[src/rtl/fifo_ctrl_pkg.sv]
// fifo_ctrl_pkg: shared FSM state encoding and default sizing for the lane FIFO controller
package fifo_ctrl_pkg;
    localparam int DEF_ARRAY_SIZE = 9;
    localparam int DEF_FIFO_DEPTH = 256;
    localparam int DEF_LOG_DEPTH  = 8;
    typedef enum logic [2:0] {IDLE, CLEAR, LOAD, FEED, DONE} state_t;
endpackage

[src/rtl/fifo_array_ctrl_feed_skew.sv]
// feed_skew: per-lane read window, lane i reads while i <= t < i+rows
// ports: en (FEED active), t (feed cycle), rows (words per lane), r_en (lane read enables)
module feed_skew
    import fifo_ctrl_pkg::*;
#(
    parameter int array_size = DEF_ARRAY_SIZE,
    parameter int tw         = 9
) (
    input  logic                  en,
    input  logic [tw-1:0]         t,
    input  logic [tw-1:0]         rows,
    output logic [array_size-1:0] r_en
);
    for (genvar i = 0; i < array_size; i++) begin : g_lane
        assign r_en[i] = en && t >= tw'(i) && t < tw'(i) + rows;
    end
endmodule

[src/rtl/fifo_array_ctrl.sv]
// fifo_array_ctrl: loads words round-robin into per-row lane FIFOs, then drains them with a diagonal skew
// ports: clk/rst_n, start+cfg_rows (job request), in_valid/in_ready (source handshake),
//        fifo_w_en/fifo_r_en/fifo_clear/fifo_full/fifo_empty (lane FIFO array), feed_valid (read data valid),
//        busy/done/err_cfg/err_underflow (status)
module fifo_array_ctrl
    import fifo_ctrl_pkg::*;
#(
    parameter int array_size = DEF_ARRAY_SIZE,
    parameter int fifo_depth = DEF_FIFO_DEPTH,
    parameter int log_depth  = DEF_LOG_DEPTH
) (
    input  logic                  clk,
    input  logic                  rst_n,
    input  logic                  start,
    input  logic [log_depth:0]    cfg_rows,
    input  logic                  in_valid,
    output logic                  in_ready,
    output logic [array_size-1:0] fifo_w_en,
    output logic [array_size-1:0] fifo_r_en,
    output logic                  fifo_clear,
    input  logic [array_size-1:0] fifo_full,
    input  logic [array_size-1:0] fifo_empty,
    output logic [array_size-1:0] feed_valid,
    output logic                  busy,
    output logic                  done,
    output logic                  err_cfg,
    output logic                  err_underflow
);
    localparam int rw = log_depth + 1;
    // t must reach rows+array_size-2 with rows=fifo_depth without wrapping
    localparam int tw = $clog2(fifo_depth + array_size);
    localparam int cw = array_size > 1 ? $clog2(array_size) : 1;
    state_t          state;
    logic [cw-1:0]   col;
    logic [rw-1:0]   row;
    logic [rw-1:0]   rows;
    logic [tw-1:0]   t;
    logic [tw-1:0]   t_last;
    logic            xfer;
    logic            cfg_ok;
    assign in_ready   = (state == LOAD) && !fifo_full[col];
    assign xfer       = in_valid && in_ready;
    assign fifo_w_en  = xfer ? array_size'(1) << col : '0;
    assign fifo_clear = state == CLEAR;
    assign busy       = state != IDLE;
    assign done       = state == DONE;
    assign cfg_ok     = cfg_rows != '0 && cfg_rows <= rw'(fifo_depth);
    assign t_last     = tw'(rows) + tw'(array_size - 2);
    feed_skew #(.array_size(array_size), .tw(tw)) u_skew (
        .en   (state == FEED),
        .t    (t),
        .rows (tw'(rows)),
        .r_en (fifo_r_en)
    );
    always_ff @(posedge clk or negedge rst_n) begin
        if (!rst_n) begin
            state         <= IDLE;
            col           <= '0;
            row           <= '0;
            rows          <= '0;
            t             <= '0;
            feed_valid    <= '0;
            err_cfg       <= 1'b0;
            err_underflow <= 1'b0;
        end else begin
            err_cfg    <= 1'b0;
            feed_valid <= fifo_r_en;
            if (|(fifo_r_en & fifo_empty)) err_underflow <= 1'b1;
            case (state)
                IDLE: if (start) begin
                    if (cfg_ok) begin
                        rows          <= cfg_rows;
                        err_underflow <= 1'b0;
                        state         <= CLEAR;
                    end else begin
                        err_cfg <= 1'b1;
                    end
                end
                CLEAR: begin
                    col   <= '0;
                    row   <= '0;
                    state <= LOAD;
                end
                LOAD: if (xfer) begin
                    if (col == cw'(array_size - 1)) begin
                        col <= '0;
                        row <= row + 1'b1;
                        if (row == rows - 1'b1) begin
                            t     <= '0;
                            state <= FEED;
                        end
                    end else begin
                        col <= col + 1'b1;
                    end
                end
                FEED: begin
                    t <= t + 1'b1;
                    if (t == t_last) state <= DONE;
                end
                DONE:    state <= IDLE;
                default: state <= IDLE;
            endcase
        end
    end
endmodule

[config.mk]
export PLATFORM = sky130hd
export DESIGN_NAME = fifo_array_ctrl
export DESIGN_NICKNAME = d
export VERILOG_FILES = /design/src/rtl/fifo_ctrl_pkg.sv /design/src/rtl/fifo_array_ctrl_feed_skew.sv /design/src/rtl/fifo_array_ctrl.sv
export SDC_FILE = /design/constraint.sdc
export NUM_CORES = 1
export LEC_CHECK = 0
export CAP_MARGIN = 20
export CORE_UTILIZATION = 59
export CTS_BUF_LIST = sky130_fd_sc_hd__clkbuf_2 sky130_fd_sc_hd__clkbuf_4 sky130_fd_sc_hd__clkbuf_8
export DETAILED_ROUTE_END_ITERATION = 8
export PLACE_DENSITY_LB_ADDON = 0.1
export RECOVER_POWER = 100
export SLEW_MARGIN = 10
export SYNTH_ARGS = -nofsm -noshare
export SYNTH_HDL_FRONTEND = slang
export SYNTH_HIERARCHICAL = 1
export SYNTH_SLANG_ARGS = --single-unit
[constraint.sdc]
create_clock -name clk -period 3.95 [get_ports clk]
set_input_delay 0.395 -clock clk [delete_from_list [all_inputs] [get_ports clk]]
set_output_delay 0.395 -clock clk [all_outputs]
set_load 0.01 [all_outputs]
# --- Yosys cells after proc, flatten, opt, wreduce, memory -nomap -nowiden ---
# Cells that the tools add are included.
op_classes:
  addsub: 12
  mul: 0
  div: 0
  magnitude_cmp: 20
  n_eq_ne: 13
  n_shift: 1
  mux: 27
  bitwise_logic: 1
  n_reduce_logical: 33
ops:
  columns: ["op", "count"]
  rows:
  - ["$lt A9 B9 Y1", 9]
  - ["$mux W9", 6]
  - ["$add A3 B9 Y9 const A", 4]
  - ["$ge A9 B3 Y1 const B", 4]
  - ["$pmux W9 S2", 2]
  - ["$logic_and A1 B1 Y1", 21]
  - ["$add A2 B9 Y9 const A", 2]
  - ["$add A9 B1 Y9 const B", 2]
  - ["$eq A9 B9 Y1", 2]
  - ["$ge A9 B1 Y1 const B", 2]
  - ["$ge A9 B2 Y1 const B", 2]
  - ["$mux W3", 6]
  - ["$pmux W3 S4", 1]
  - ["$add A1 B9 Y9 const A", 1]
  - ["$add A4 B9 Y9 const A", 1]
  - ["$and A9 B9 Y9", 1]
  - ["$ge A9 B4 Y1 const B", 1]
  - ["$le A9 B9 Y1 const B", 1]
  - ["$reduce_bool A9 Y1", 1]
  - ["$reduce_or A9 Y1", 1]
  - ["$shl A1 B4 Y9 const A", 1]
  - ["$sub A9 B1 Y9 const B", 1]
  - ["$mux W1", 8]
  - ["$mux W4", 2]
  - ["other kinds (18)", 25]
totals:
  register_bits: 45
  latch_bits: 0
  ram_bits: 0
  romBits: 0
  in_bits: 31
  out_inout_bits: 33
  wordCells: 115
  n_memories: 0

# --- Longest topological paths before layout ---
# Gate-level depths: netlist of run 1.
depth:
  depth_word: 9
  depth_mapped: 16
  mapped_depth_nobuf: 15

# --- Cells and area by module ---
# The synthesis of run 1 kept the hierarchy.
modules_own_cells:
  columns: ["mod", "instances", "cells_per_inst", "area_each_um2"]
  rows:
  - ["fifo_array_ctrl", 1, 319, 3039.2]
  - ["feed_skew", 1, 303, 2378.5]

# --- Worst setup path before layout of run 1 ---
# No wires, ideal clock.
synth_path:
  path_kind: "flip-flop to flip-flop"
  from: "register rows[3]"
  to: "register err_underflow"
  setup_ns: 0.084
  arrival_time_ns: 3.139
  required_ns: 3.866
  path_slack_ns: 0.727
  path_stages_with_launch: 15
  n_path_buf: 1
  synth_period_minus_slack_ns: 3.223
  cell_sequence: "dfrtp_1 -> ha_1 -> clkbuf_1 -> nand3_1 -> nor2_1 -> xnor2_1 -> ha_1 -> and4_1 -> o211ai_1 -> a21oi_1 -> nor4b_1 -> a22oi_1 -> nand2_1 -> a221oi_1 -> a21boi_0"
synth_via:
  elab_chain_cells: 9
synth_lines:
  columns: ["element", "line_no", "rtl"]
  rows:
  - ["from (decl)", "fifo_array_ctrl.sv:36", "logic [rw-1:0] rows;"]
  - ["from (signal assigned)", "fifo_array_ctrl.sv:72", "rows <= cfg_rows;"]
  - ["$add A3 B9 Y9 *", "fifo_array_ctrl_feed_skew.sv:15", "assign r_en[i] = en && t >= tw'(i) && t < tw'(i) + rows;"]
  - ["$lt A9 B9 Y1 *", "fifo_array_ctrl_feed_skew.sv:15", null]
  - ["$logic_and A1 B1 Y1 *", "fifo_array_ctrl_feed_skew.sv:15", null]
  - ["via fifo_r_en[7]", "fifo_array_ctrl.sv:19", "output logic [array_size-1:0] fifo_r_en,"]
  - ["$and A9 B9 Y9 *", "fifo_array_ctrl.sv:68", "if (|(fifo_r_en & fifo_empty)) err_underflow <= 1'b1;"]
  - ["$reduce_or A9 Y1 *", "fifo_array_ctrl.sv:68", null]
  - ["$mux W1 *", "fifo_array_ctrl.sv:68", null]
  - ["$mux W1", "fifo_array_ctrl.sv:71", "if (cfg_ok) begin"]
  - ["$mux W1", "fifo_array_ctrl.sv:70", "IDLE: if (start) begin"]
  - ["$mux W1 *", "fifo_array_ctrl.sv:69", "case (state)"]
  - ["to (signal assigned)", "fifo_array_ctrl.sv:64", "err_underflow <= 1'b0;"]
  - ["to (signal assigned)", "fifo_array_ctrl.sv:68", null]
  - ["to (signal assigned)", "fifo_array_ctrl.sv:73", "err_underflow <= 1'b0;"]
  - ["to (decl)", "fifo_array_ctrl.sv:27", "output logic err_underflow"]
# Mark *: on every way through the listed nets, which the timed path passes. The rest lies on a longest branch.
# A chain may end at the register's enable or synchronous reset.

# --- Worst setup path after layout of run 1 ---
layout_path:
  from: "register rows[2]"
  to: "output fifo_r_en[1]"
layout_via:
  elab_chain_cells: 3
layout_lines:
  columns: ["element", "line_no"]
  rows:
  - ["$add A1 B9 Y9", "fifo_array_ctrl_feed_skew.sv:15"]
  - ["$lt A9 B9 Y1", "fifo_array_ctrl_feed_skew.sv:15"]
  - ["$logic_and A1 B1 Y1", "fifo_array_ctrl_feed_skew.sv:15"]
  - ["to (decl)", "fifo_array_ctrl.sv:19"]
# Every way passes these cells.

==> results of run 1 <==
[worst min path at each step]
stage	start	to	slack (ps)	cells past startpoint
finish	row[0]$_DFFE_PN0P_	row[0]$_DFFE_PN0P_	560	1
global route	rst_n	feed_valid[2]$_DFF_PN0_	610	2
CTS	rst_n	feed_valid[5]$_DFF_PN0_	310	1
detailed placement	row[0]$_DFFE_PN0P_	row[0]$_DFFE_PN0P_	550	1
global placement	row[0]$_DFFE_PN0P_	row[0]$_DFFE_PN0P_	540	1
floorplan	rst_n	col[0]$_DFFE_PN0P_	100	0
[cells by family after synthesis]
family,synth area share [%]
AOI/OAI and AO/OA,17.1
xor gates and xnor gates,11.8
adders and majority gates,19.6
buffers and inverters,5.24
DFF,20.8
muxes,3.65
and+or+nand+nor,21.8
[critical path, stage by stage, from the launching register on]
cell and delay (ps):
sky130_fd_sc_hd__dfrtp_1 370, sky130_fd_sc_hd__clkbuf_4 200, sky130_fd_sc_hd__ha_2 270, sky130_fd_sc_hd__nand3_2 140
sky130_fd_sc_hd__nor2_2 180, sky130_fd_sc_hd__nand2_1 90, sky130_fd_sc_hd__xnor2_1 140, sky130_fd_sc_hd__ha_1 300
sky130_fd_sc_hd__and3_1 200, sky130_fd_sc_hd__a221o_1 350, sky130_fd_sc_hd__nor3_1 180, sky130_fd_sc_hd__buf_4 160
sky130_fd_sc_hd__clkdlybuf4s50_1 530
[layout make-up]
cell class                      count  area, um2
Fill cell                         745       2480
Clock inverter                      1       7.51
Multi-Input combinational cell    517       4000
Tap cell                          108        135
Clock buffer                        7       83.8
Sequential cell                    45       1130
Timing Repair Buffer               92        841
Inverter                           37        139
[power by group through the flow]
stage	logic, W	registers, W	clock network (W)
3_3_place_gp	0.00408	0.00103	0
3_5_place_dp	0.00426	0.00104	0
5_1_grt	0.00479	0.00108	0.000323
4_1_cts	0.00430	0.00104	0.000306
6_report	0.00429	0.00105	0.000305
2_1_floorplan	0.00312	0.000952	0
[layer usage]
| layer | vias to the layer above | part of all wire (%) | GRT usage (%) |
|---|---|---|---|
| li1 | 2408 | - | - |
| met1 | 2454 | 41 | 39.0 |
| met2 | 201 | 51 | 59.5 |
| met3 | 37 | 5.5 | 3.01 |
| met4 | 0 | 3.0 | 13.3 |
| met5 | - | 0 | 0 |
[metrics by stage]
stage               cell area [um2]  setup WS, ps  util [%]  cells  hold slack (ps)
floorplan                      5420           727         -    622             99.4
global placement               6230           363      70.7    796              540
detailed placement             6230           257      70.7    796              546
CTS                            6330          9.41      71.9    804              308
global route                   6330          1.29      71.9    807              610
finish                         6330           153      71.9    807              555
[registers in the layout (all words and copies together), names as in the netlist]
name and cells:
err_underflow 1, state 3, rows 9, err_cfg 1
col 4, row 9, feed_valid 9, t 9
[cell usage in the layout, fill, tap and decap left out, drive strengths merged, types with 4 or more instances in the layout]
| cell type | n |
|---|---|
| mux2 | 14 |
| nand4 | 15 |
| or3 | 8 |
| a31oi | 6 |
| buf | 26 |
| and3 | 11 |
| nand2b | 14 |
| o211ai | 6 |
| nor2b | 12 |
| nor4 | 9 |
| a221o | 5 |
| mux2i | 4 |
| nor2 | 44 |
| a21oi | 33 |
| inv | 35 |
| clkbuf | 10 |
| clkdlybuf4s50 | 36 |
| o31ai | 6 |
| and4 | 5 |
| o21ai | 25 |
| xor2 | 7 |
| or4 | 5 |
| a21o | 12 |
| nor3 | 5 |
| nand3 | 18 |
| dfrtp | 45 |
| dlygate4sd3 | 27 |
| xnor2 | 61 |
| nand4b | 4 |
| nand2 | 49 |
| ha | 85 |
[repair_timing]
| action | in CTS | in global routing |
|---|---|---|
| endpoints found under the setup margin | 3 | 4 |
| hold buffers | 0 | 1 |
| endpoints found under the hold margin | 0 | 9 |
| resized for setup | 3 | 12 |
| pin swaps | 0 | 1 |
| setup buffers | 0 | 1 |
==> results summary, run 1 <==
TritonCTS created 5 clock buffers. The initialized floorplan defines 34 standard-cell rows. The maximum root-to-sink buffer count is 2. The net count after synthesis is between 700 and 800. The worst path arrival time is 3400 ps. The share of the cycle needed by the critical path after routing came out at roughly 96%. The cell at the root of the clock tree is sky130_fd_sc_hd__clkbuf_8. By count the netlist is led by 85 x sky130_fd_sc_hd__ha_1, 61 x sky130_fd_sc_hd__xnor2_1, 49 x sky130_fd_sc_hd__nand2_1.

The async set-reset flop share out of synthesis came out at 100%. The post-synthesis instance total came out at about 620. The area share of the leading cell type in the synthesized netlist is 20.8%. In this run, synthesis inferred 0 flip-flops with an integrated enable. The TritonCTS clock tree is yes. The worst-margin pin slew is 2000 ps. The largest fanout on the critical path came out at 7. The share of total power in sequential cells is 18.6%. The placed wire-length estimate after detailed placement is around 11000 um. The TritonCTS sink count is 45. The power per cell area came out at 892 mW/mm2.

By startpoint and endpoint, the worst setup path is classified as flop to primary output. The net switching component of the power is between 0.002 and 0.003 W. The last weighted congestion value of the routability-driven placer is between 1 and 1.5. The maximum VDD drop is approximately 420 uV. The most common cell in the synthesized netlist is sky130_fd_sc_hd__ha_1.

Among all flip-flop cells after synthesis, the most frequent one is sky130_fd_sc_hd__dfrtp_1. The fraction of power consumed by the clock network came out at between 5 and 6%. The number of primary I/O pins is between 60 and 70. In this run, distinct cell masters in the synthesized netlist total 81. The die is 97.8 um tall. Summed over all failing endpoints, the final setup total negative slack is 0 ps. The total count of hold-check failures in the final report is 0. The worst reg-to-reg path cell count is 9. The share of cells above drive strength 1 came out at 11.2%. The core area is 0.00881 mm2. After detailed routing, the average wire length per cell comes to 18.8 um. The total routed wirelength came out at between 15000 and 20000 um. The path class of the tightest hold or removal check is flop to flop. The count of H-tree levels built during CTS is 2. Across all layers, the routed design uses 5100 vias. The launch point of the worst reg-to-reg path is rows[1]$_DFFE_PN0P_. The synthesized design contains 45 register bits. Setup repair after global routing left no endpoint under its margin. The number of violations of the max-capacitance limit came out at 1. The required time of the critical path is 3560 ps.

The checks that failed: design-rule violations, max-capacitance violations, max-slew violations. The number of design-rule violations left by the first detailed-router iteration came out at 225. The worst register-to-register path ends at t[4]$_DFFE_PN0P_. Sequential elements use 20.8% of the synthesized area. Tracing the worst setup path back leads to its startpoint at rows[2]$_DFFE_PN0P_. Yosys printed 6 warnings.

The headroom to the max-slew limit is -33.2%. The starting density of the core came out at slightly above 60%. The maximum number of pins on one net before global-route repair came out at 46. The leftover overflow at the end of global routing is 0.

The biggest area contributor in the post-synthesis netlist is sky130_fd_sc_hd__dfrtp_1. The post-route antenna net violation count is 0. The first global-routing pass estimated 25200 um of wire. The number of detailed-routing iterations run before antenna repair is 7. The layout overhead on the synthesized area is 16.8%. The internal power consumption came out at 0.00274 W. The source-to-sink clock delay at the later pin of the worst-skew pair is ~300 ps.

The number of global-route vias before repair came out at 5140. The total power after layout is 0.00565 W. Setup violations remaining at the end of the flow were counted as 0.

The final clock skew is 5.92 ps. In the routed layout, each cell is associated on average with a via count of 6.32. The number of design rule violations left after detail routing is 2.

The shortest period the worst path allows came out at 3800 ps. The nature of the critical path startpoint is a flop. The switching power share of the total is 51.5%. In the post-synthesis netlist, the biggest area contributors are sky130_fd_sc_hd__dfrtp_1 21%, sky130_fd_sc_hd__ha_1 20%, sky130_fd_sc_hd__xnor2_1 9.9%. The die boundary width is 97.8 um.

The worst setup path is captured at a primary output. The proportion of power drawn by combinational gates came out at approximately 76%. The count of nets after finishing is 814. The worst reg-to-reg setup slack came out at 440 ps.

The run finished, with violations left. The cell area that synthesis handed to floorplanning was 0.00542 mm2. The area of the die is 0.00957 mm2. Following the worst setup path forward leads to its endpoint at fifo_r_en[1]. The synthesized area divided by synthesized cell count is 8.71 um2. The global-route usage over all layers is 32.5%. The number of antenna violations at the first check in global routing is 0. The max-slew violation count came out at 37. The maximum achievable frequency came out at 0.263 GHz.

The antenna diode count came out at 0. Clock-pin slew was measured on the worst setup and hold paths at 90 ps. For this design the static power due to leakage is 2.79 nW. Port buffering added 63 buffers.
(Power assumes the default switching activity.)
==> inputs of run 2 (changes only) <==
--- a/config.mk
+++ b/config.mk
@@ -9,6 +9,7 @@
 export CORE_UTILIZATION = 59
 export CTS_BUF_LIST = sky130_fd_sc_hd__clkbuf_2 sky130_fd_sc_hd__clkbuf_4 sky130_fd_sc_hd__clkbuf_8
 export DETAILED_ROUTE_END_ITERATION = 8
+export HOLD_SLACK_MARGIN = 0.02
 export PLACE_DENSITY_LB_ADDON = 0.1
 export RECOVER_POWER = 100
 export SLEW_MARGIN = 10
==> results of run 2 <==
Final layout, timing and power as in run 1 (identical DEF).
==> inputs of run 3 (changes only) <==
--- a/config.mk
+++ b/config.mk
@@ -8,6 +8,8 @@
 export CAP_MARGIN = 20
 export CORE_UTILIZATION = 59
 export CTS_BUF_LIST = sky130_fd_sc_hd__clkbuf_2 sky130_fd_sc_hd__clkbuf_4 sky130_fd_sc_hd__clkbuf_8
+export CTS_CLUSTER_DIAMETER = 100
+export CTS_CLUSTER_SIZE = 12
 export DETAILED_ROUTE_END_ITERATION = 8
 export HOLD_SLACK_MARGIN = 0.02
 export PLACE_DENSITY_LB_ADDON = 0.1
==> results of run 3 <==
Final layout, timing and power as in run 1 (identical DEF).
